===== src/rtl/read_req_initiator.sv =====
// Read-request initiator: issues a programmed burst of read addresses, tracks
// outstanding requests, and forwards in-order returned data through a one-entry register.
module read_req_initiator #(
  parameter int ADDR_WIDTH      = 48,
  parameter int DATA_WIDTH      = 64,
  parameter int MAX_OUTSTANDING = 8,
  parameter int CNT_WIDTH       = 16
) (
  input  logic                                   clk,
  input  logic                                   rst,
  input  logic                                   start,
  input  logic [ADDR_WIDTH-1:0]                  base_addr,
  input  logic [ADDR_WIDTH-1:0]                  stride,
  input  logic [CNT_WIDTH-1:0]                   num_reqs,
  output logic                                   busy,
  output logic                                   done,
  output logic                                   err_unexpected,
  output logic [$clog2(MAX_OUTSTANDING+1)-1:0]   outstanding,
  output logic                                   req_addr_tvalid,
  input  logic                                   req_addr_tready,
  output logic [ADDR_WIDTH-1:0]                  req_addr_tdata,
  input  logic                                   bak_data_tvalid,
  output logic                                   bak_data_tready,
  input  logic [DATA_WIDTH-1:0]                  bak_data_tdata,
  output logic                                   out_tvalid,
  input  logic                                   out_tready,
  output logic [DATA_WIDTH-1:0]                  out_tdata
);

  // Handshake rule for all three streams: a beat transfers on the rising clk edge
  // where tvalid and tready are both high; a raised tvalid and its tdata stay put
  // until that edge.

  localparam int OW = $clog2(MAX_OUTSTANDING + 1);
  localparam logic [OW-1:0] MAX_CNT = OW'(MAX_OUTSTANDING);

  typedef enum logic [1:0] {
    IDLE  = 2'd0,
    ISSUE = 2'd1,
    DRAIN = 2'd2,
    DONE  = 2'd3
  } state_t;

  state_t state;
  state_t state_next;

  logic [ADDR_WIDTH-1:0] addr_q;
  logic [ADDR_WIDTH-1:0] stride_q;
  logic [CNT_WIDTH-1:0]  num_q;
  logic [CNT_WIDTH-1:0]  issued;
  logic [CNT_WIDTH-1:0]  received;
  logic [OW-1:0]         outstanding_q;
  logic                  err_q;
  logic                  out_valid_q;
  logic [DATA_WIDTH-1:0] out_data_q;
  logic                  running;

  logic start_acc;
  logic slot_free;
  logic req_hs;
  logic bak_hs;
  logic resp_stray;
  logic resp_expected;
  logic last_issue;

  assign start_acc     = start && (state == IDLE);
  assign slot_free     = outstanding_q < MAX_CNT;
  assign req_hs        = req_addr_tvalid && req_addr_tready;
  assign bak_hs        = bak_data_tvalid && bak_data_tready;
  assign resp_stray    = bak_hs && (outstanding_q == '0);
  assign resp_expected = bak_hs && !resp_stray;
  assign last_issue    = (issued + 1'b1) == num_q;

  // running keeps bak_data_tready low while reset is held.
  assign req_addr_tvalid = (state == ISSUE) && slot_free;
  assign req_addr_tdata  = addr_q;
  assign bak_data_tready = running && (!out_valid_q || out_tready);
  assign out_tvalid      = out_valid_q;
  assign out_tdata       = out_data_q;
  assign busy            = (state == ISSUE) || (state == DRAIN);
  assign done            = (state == DONE);
  assign err_unexpected  = err_q;
  assign outstanding     = outstanding_q;

  always_ff @(posedge clk or posedge rst) begin
    if (rst) begin
      state   <= IDLE;
      running <= 1'b0;
    end else begin
      state   <= state_next;
      running <= 1'b1;
    end
  end

  always_comb begin
    state_next = state;
    case (state)
      IDLE: begin
        if (start) begin
          state_next = (num_reqs == '0) ? DONE : ISSUE;
        end
      end
      ISSUE: begin
        if (req_hs && last_issue) begin
          state_next = DRAIN;
        end
      end
      DRAIN: begin
        // Wait for the last beat to leave the output register too.
        if ((received == num_q) && !out_valid_q) begin
          state_next = DONE;
        end
      end
      DONE: begin
        state_next = IDLE;
      end
      default: begin
        state_next = IDLE;
      end
    endcase
  end

  always_ff @(posedge clk or posedge rst) begin
    if (rst) begin
      addr_q   <= '0;
      stride_q <= '0;
      num_q    <= '0;
      issued   <= '0;
    end else if (start_acc) begin
      addr_q   <= base_addr;
      stride_q <= stride;
      num_q    <= num_reqs;
      issued   <= '0;
    end else if (req_hs) begin
      addr_q   <= addr_q + stride_q;
      issued   <= issued + 1'b1;
    end
  end

  always_ff @(posedge clk or posedge rst) begin
    if (rst) begin
      outstanding_q <= '0;
    end else begin
      case ({req_hs, resp_expected})
        2'b10:   outstanding_q <= outstanding_q + 1'b1;
        2'b01:   outstanding_q <= outstanding_q - 1'b1;
        default: outstanding_q <= outstanding_q;
      endcase
    end
  end

  // A stray response in the same cycle as an accepted start still flags the error.
  always_ff @(posedge clk or posedge rst) begin
    if (rst) begin
      received <= '0;
      err_q    <= 1'b0;
    end else begin
      if (start_acc) begin
        received <= '0;
        err_q    <= 1'b0;
      end else if (resp_expected) begin
        received <= received + 1'b1;
      end
      if (resp_stray) begin
        err_q <= 1'b1;
      end
    end
  end

  always_ff @(posedge clk or posedge rst) begin
    if (rst) begin
      out_valid_q <= 1'b0;
      out_data_q  <= '0;
    end else if (bak_hs) begin
      out_valid_q <= 1'b1;
      out_data_q  <= bak_data_tdata;
    end else if (out_tready) begin
      out_valid_q <= 1'b0;
    end
  end

endmodule


===== config.mk =====
export PLATFORM = sky130hd
export DESIGN_NAME = read_req_initiator
export DESIGN_NICKNAME = d
export VERILOG_FILES = /design/src/rtl/read_req_initiator.sv
export SDC_FILE = /design/constraint.sdc
export NUM_CORES = 1
export LEC_CHECK = 0
export BUFFER_PORTS_ARGS = -buffer_cell sky130_fd_sc_hd__buf_2
export CAP_MARGIN = 20
export CORE_MARGIN = 5
export CORE_UTILIZATION = 40
export CTS_BUF_LIST = sky130_fd_sc_hd__clkbuf_4 sky130_fd_sc_hd__clkbuf_8 sky130_fd_sc_hd__clkbuf_16
export CTS_CLUSTER_DIAMETER = 100
export DETAILED_ROUTE_END_ITERATION = 10
export SLEW_MARGIN = 20
export SYNTH_ARGS = -nofsm -noshare
export SYNTH_HDL_FRONTEND = slang
export SYNTH_SLANG_ARGS = --single-unit

===== constraint.sdc =====
create_clock -name clk -period 8.63 [get_ports clk]
set_input_delay 0.863 -clock clk [delete_from_list [all_inputs] [get_ports clk]]
set_output_delay 0.863 -clock clk [all_outputs]
set_load 0.05 [all_outputs]

==> results of run 1 <==
routing by layer:
layer	vias up	wire (um)	share of wire, %
met3	55	2280	6.6
met2	252	16100	47
li1	5095	-	-
met4	4	870	2.5
met5	-	21	0.061
met1	4976	15100	44
through the flow:
| stage | instances | hold WS (ns) | utilization (%) | worst slack [ns] | cell area [um2] |
|---|---|---|---|---|---|
| floorplan | 1314 | 0.450 | - | 1.83 | 12100 |
| global placement | 1951 | 0.461 | 46.9 | 5.08 | 13900 |
| detailed placement | 1951 | 0.468 | 46.9 | 5.08 | 13900 |
| CTS | 1998 | 0.484 | 50.0 | 5.18 | 14800 |
| global route | 1999 | 0.485 | 50.0 | 4.76 | 14900 |
| finish | 1999 | 0.410 | 50.0 | 5.13 | 14900 |
worst paths after layout:
check / start / to
hold / removal: rst / out_tdata[5]
max in group asynchronous: rst / req_addr_tdata[0]
setup / recovery: stride_q[0] / req_addr_tdata[40]
hold reg to reg: stride_q[13] / stride_q[13]
min in group clk: stride_q[13] / stride_q[13]
setup reg to reg: stride_q[0] / req_addr_tdata[40]
final cells by class:
cell class	count	area (um2)
multi-input combinational	1011	6350
inverter	24	103
clock buffer	40	818
antenna	1	2.50
sequential	217	5430
clock inverter	7	103
fill	2854	14900
tap	390	488
timing repair buffer	309	1570
worst max-delay path, stage by stage (launching register included):
cell	delay [ns]
dfrtp_1	0.36
ha_1	0.21
inv_1	0.07
fa_1	0.38
nor2b_1	0.19
o2111ai_1	0.19
a21oi_1	0.26
nor2_1	0.12
o31ai_1	0.49
a31oi_1	0.34
o21ai_0	0.38
a21oi_1	0.14
xor2_1	0.15
o21ai_0	0.13
cells in the mapped netlist, types with 3 or more instances:
master | n | share of area (%)
mux2_2 | 66 | 6.1
a211oi_1 | 11 | 0.68
o211ai_1 | 3 | 0.19
nand3_1 | 23 | 0.95
xor2_1 | 55 | 4.0
o21ai_1 | 3 | 0.12
nand4_1 | 17 | 0.88
nor3_1 | 16 | 0.66
nor2_1 | 102 | 3.2
ha_1 | 57 | 5.9
buf_1 | 3 | 0.093
o21a_1 | 10 | 0.62
clkbuf_1 | 56 | 1.7
buf_2 | 3 | 0.12
and3_1 | 23 | 1.2
nand2_1 | 275 | 8.5
nor2b_1 | 7 | 0.36
a21o_1 | 28 | 1.7
xnor2_1 | 50 | 3.6
inv_1 | 23 | 0.71
a21oi_1 | 108 | 4.5
o21ai_0 | 53 | 2.2
o2111ai_1 | 3 | 0.22
dfrtp_1 | 217 | 45
or3_1 | 9 | 0.47
a31oi_1 | 14 | 0.72
a21boi_0 | 4 | 0.25
and2_1 | 7 | 0.36
mux2i_1 | 6 | 0.50
a221o_1 | 4 | 0.33
o21bai_1 | 7 | 0.43
nor4_1 | 9 | 0.47
nand2b_1 | 5 | 0.26
o31ai_1 | 4 | 0.25
report_power, final:
part | leakage, uW | total [uW] | internal, uW | switching, uW
clock | 0.000458 | 1150 | 711 | 434
combinational | 0.00423 | 3490 | 1210 | 2280
sequential | 0.00267 | 1650 | 1360 | 288
total | 0.00735 | 6290 | 3290 | 3000
logic make-up (layout without fill, tap and decap cells):
kind of cell               after synthesis  after routing  share of synthesized area (%)
AOI/OAI and AO/OA                      274            274                           14.1
xor gates and xnor gates               105            105                           7.60
adders and majority gates               59             59                           6.23
buffers and inverters                   86            380                           2.70
DFF                                    217            217                           44.9
muxes                                   72             72                           6.64
other                                    1              2                         0.0310
and+or+nand+nor                        500            500                           17.8
flip-flops by register name, summed over array words and instances (netlist names):
name	cells
outstanding	4
num_q	16
issued	16
stride_q	48
req_addr_tdata	48
running	1
received	16
out_tdata	64
state	2
out_tvalid	1
err_unexpected	1
==> results.toml, run 1 <==
[floorplanning]
die_x_um = 184
pin_count = 304
die_height_um = 184
start_util_pct = 40.7
die_area_um2 = 33800
rows = 63
core_area_um2 = 29700

[synth]
syn_area_per_cell_um2 = 9.20
synth_cell_type_count = 60
syn_area_um2 = 12100
synth-seq-cells = 217
seq_area_frac_synth_pct = 44.9
yosysWarnings = 0
async_flop_share_pct = 100
ys.flop_type = "dfrtp_1"
synthesis.nets = 1555
synth-edff-count = 0
syn_inst = 1314

[global_routing]
grt_use_met1_pct = 26.4
grt.met3_usage_pct = 5.07
antenna_found_initial = 5
grt_pass1_vias = 10600
use_met2_pct = 32.3
grt_pass1_wl_um = 55300
grt_start_max_net_pins = 144
busiest_layer = "met2"
grt_overflow = 0
grt_usage_pct = 19.8

[sta]
finClkSkew_ns = 0.0122
final_hold_viol_count = 0
setup-tns-final_ns = 0
rsz0062_at_grt = "false"
post-route-period-util_pct = 40.5
maxSlewHeadroom_pct = 46.2
period_minus_slack_ns = 3.50
final-setup-viol-count = 0
max_freq_mhz = 286
worstMarginPinSlew_ns = 0.807
slew_violations = 0

[detailed_routing]
drtIter0Drc = 546
wl_um = 34400
num_vias = 10400
post_drt_via_cell_ratio = 5.19
drc_errors = 0
drtAntennaViolNets = 0
drtPass1Iterations = 5
wl_per_cell_um = 17.2

[worst_hold_path]
min_path_type = "in -> async"

[worst_setup_path]
r2r_slack_ns = 5.13
start_kind = "flop"
reg2regPathDepth = 13
end_kind = "flop"
cp_data_required_time_ns = 9.07
worst-path-max-fanout = 4
path_class = "reg -> reg"
worstPathArrival_ns = 3.94

[clock_tree]
cts_setup_buffers = 0
cts_max_level = 1
clk-insertion-delay-late_ns = 0.53
postCtsResizedCells = 0
cts_buffers = 26
hold_buffers = 0
cts.path.max_buffers = 3
cts_sinks = 217
ctsRootBufferMaster = "clkbuf_16"
cts_tree = "done"
clkTransAtPathRegs_ns = 0.06

[run]
cap_viol_max_count = 0

[cells_and_area]
area_growth_pct = 22.9
fin_nets = 1830
final_common_cell = "buf_2"
drive_above_1_share_pct = 27.1
mostFrequentLayoutCells = "303 x buf_2, 273 x nand2_1, 217 x dfrtp_1"

[placed_design]
place_hpwl_um = 25200
io_buffers = 303
place_congestion = 0.853

[power_and_ir_drop]
p_per_area_nw_per_um2 = 423
p_leak_uw = 0.00735
ir_drop_uv = 205
p_total_uw = 6290

[run_status]
status = "complete, no violations"
Note: power is estimated with default switching activity, not from simulation.
==> inputs of run 2 (changes only) <==
ABC_AREA = 1   (was unset)
clock period = 2.84 ns   (was 8.63 ns; I/O delays follow)
==> run 2 against run 1 <==
Against the previous run:
- wire length up 29%
- power up 34%
- combinational power down 49%
- first-iteration DRC count up 62%
- maximum frequency up 37%
- register-to-register slack worse by 4.9 ns
- core utilization up 4.5 points
- count of clock-buffer cells in the layout down 4
- clock power rose to 2.7 times the previous value
- hold slack worse by 0.39 ns
- synthesized cell count up 36%
- critical endpoint is now req_addr_tdata[35]
- highest routed layer is now met4
==> results.toml, run 2 <==
[synth]
synth_top_family_by_area = "simple AND/OR/NAND/NOR gates"
synthMuxAreaShare_pct = 0
yosys.area_share.simple_pct = 31.7
async_flop_share_pct = 100
synth-seq-cells = 217
seq_area_frac_synth_pct = 42.2
synth_top_area_cell = "dfrtp_1"
yosysWarnings = 0
syn_area_um2 = 12900
synthesis.nets = 2027
synthXorXnorAreaFrac_pct = 2.14
synth_top_area_share_pct = 42.2
synth_common_cells = "681 x nand2_1, 217 x dfrtp_1, 168 x inv_1, 139 x nor2_1, 108 x nand3_1"
synth_cell_type_count = 50
synthMostInstantiatedCell = "nand2_1"
synthAdderAreaFrac_pct = 5.86
netlist_top_cells_area = "dfrtp_1 42%, nand2_1 20%, ha_1 5.5%, inv_1 4.9%, nand3_1 4.2%"
ys.flop_type = "dfrtp_1"
synth_compound_area_share_pct = 11.7
synth-edff-count = 0
syn_area_per_cell_um2 = 7.20
syn_inst = 1786

[global_routing]
grt_start_max_net_pins = 137
grt_pass1_wl_um = 71600
grt_usage_pct = 24.2
grt_overflow = 0
antenna_found_initial = 0
grt_pass1_vias = 13500

[cells_and_area]
fin_nets = 2483
final_common_cell = "nand2_1"
drive_above_1_share_pct = 17.3
diodes = 0
largest_reg_flops = 64
area_growth_pct = 34.0
final_area_um2 = 17200
mostFrequentLayoutCells = "679 x nand2_1, 303 x buf_2, 217 x dfrtp_1"

[detailed_routing]
drc_errors = 0
wl_per_cell_um = 16.7
post_drt_via_cell_ratio = 5.06
drtIter0Drc = 886
drtAntennaViolNets = 0
drtPass1Iterations = 5
wl_um = 44500
num_vias = 13500

[power_and_ir_drop]
p_per_area_nw_per_um2 = 488
p_switching_uw = 2720
p_leak_uw = 0.00907
pwr-share-clk_pct = 37.1
seqPwrFrac_pct = 41.7
p_total_uw = 8420
p_int_uw = 5700
pwr-share-comb_pct = 21.2
p_sw_share_pct = 32.3
ir_drop_uv = 519

[floorplanning]
die_height_um = 189
die_x_um = 189
start_util_pct = 40.7
rows = 65
die_area_um2 = 35800
pin_count = 304
core_area_um2 = 31600

[sta]
post-route-period-util_pct = 90.1
period_minus_slack_ns = 2.56
finClkSkew_ns = 0.0150
final-setup-viol-count = 0
max_freq_mhz = 391
slew_violations = 0
setup-tns-final_ns = 0
rsz0062_at_grt = "true"
worstMarginPinSlew_ns = 0.838
maxSlewHeadroom_pct = 44.1
hold_ws_ns = 0.0182
final_hold_viol_count = 0

[placed_design]
place_congestion = 1.05
place_hpwl_um = 33200
io_buffers = 303
dpl-instance-area_um2 = 14900

[worst_setup_path]
start_kind = "flop"
worstPathArrival_ns = 2.98
cp_common_cell = "nand2_1"
cp_data_required_time_ns = 3.26
critical_path.top_delay_family = "simple AND/OR/NAND/NOR gates"
slowest_stage = "dfrtp_1"
max_stage_delay_ns = 0.40
critPathBufInv = 1
worst-path-max-fanout = 5
crit_chain = "ha_1 > a21oi_1 > o21ai_1 > a21oi_1 > inv_1 > nand2_1 > nand2_1 > nand2_1 > nand2_1 > nand2_1 > nand3_1 > nand3_1 > nand3_1"
end_kind = "flop"
path_class = "reg -> reg"

[clock_tree]
cts_sinks = 217
cts_max_level = 1
clkTransAtPathRegs_ns = 0.06
cts.path.max_buffers = 3
ctsRootBufferMaster = "clkbuf_16"
cts_setup_buffers = 0
cts_buffers = 25
clk-insertion-delay-late_ns = 0.54
cts_tree = "done"

[run]
cap_viol_max_count = 0

[worst_hold_path]
min_path_type = "in -> reg"

[run_status]
status = "complete, no violations"
run 2: timing repair:
action | 4_1_cts | 5_1_grt
resized for setup | 0 | 2
hold buffers | 155 | 0
hold endpoints to repair | 163 | 0
setup endpoints to repair | 0 | 3
run 2: cell families (layout without fill, tap and decap cells):
family,Yosys count,count (layout)
DFF,217,217
xor gates and xnor gates,29,29
and+or+nand+nor,1002,1002
adders and majority gates,59,59
buffers and inverters,217,689
AOI/OAI and AO/OA,261,261
other,1,1
run 2: metal layers:
layer  part of all wire [%]  vias to the layer above  wire (um)  track usage [%]
li1                       -                     6682          -                -
met1                     44                     6263      19800             33.3
met2                     46                      444      20400             39.5
met3                    7.0                       71       3130             4.96
met4                    2.8                        0       1240             6.18
met5                      0                        -          0                0
run 2: final timing paths:
kind,end,startpoint,cells past startpoint,slack (ns)
worst max-delay path,req_addr_tdata[35],req_addr_tdata[6],13,0.28
max in group asynchronous,out_tdata[10],rst,4,1.50
min in group asynchronous,num_q[10],rst,3,0.25
worst min register to register,out_tdata[12],out_tdata[12],2,0.46
worst max register to register,req_addr_tdata[35],req_addr_tdata[6],13,0.28
worst min-delay path,num_q[14],num_reqs[14],3,0.02
run 2: per-stage QoR:
stage	setup slack, ns	utilization [%]	std cells
finish	0.280	54.5	2660
global route	-0.0196	54.5	2660
CTS	0.169	54.5	2660
detailed placement	0.189	47.1	2462
global placement	0.243	47.1	2462
floorplan	-0.270	-	1786
run 2: final cells by class:
class,instances,area [um2]
clock inverter,7,50.0
sequential,217,5430
fill,3073,14400
tap,402,503
clock buffer,36,739
inverter,170,644
multi-input combinational,1352,6620
timing repair buffer,476,3240
run 2: power groups by stage:
stage | sequential [uW] | clock [uW] | combinational [uW]
floorplan | 4180 | 0 | 479
global placement | 3550 | 0 | 1600
detailed placement | 3550 | 0 | 1620
CTS | 3510 | 3210 | 1790
global route | 3540 | 3320 | 1930
finish | 3510 | 3120 | 1790
run 2: worst register-to-register path, stage by stage (launching register included):
cell	delay, ns
dfrtp_1	0.40
ha_1	0.37
a21oi_1	0.23
o21ai_1	0.09
a21oi_1	0.30
inv_1	0.12
nand2_1	0.07
nand2_1	0.16
nand2_1	0.11
nand2_1	0.18
nand2_1	0.16
nand3_1	0.08
nand3_1	0.09
nand3_1	0.07
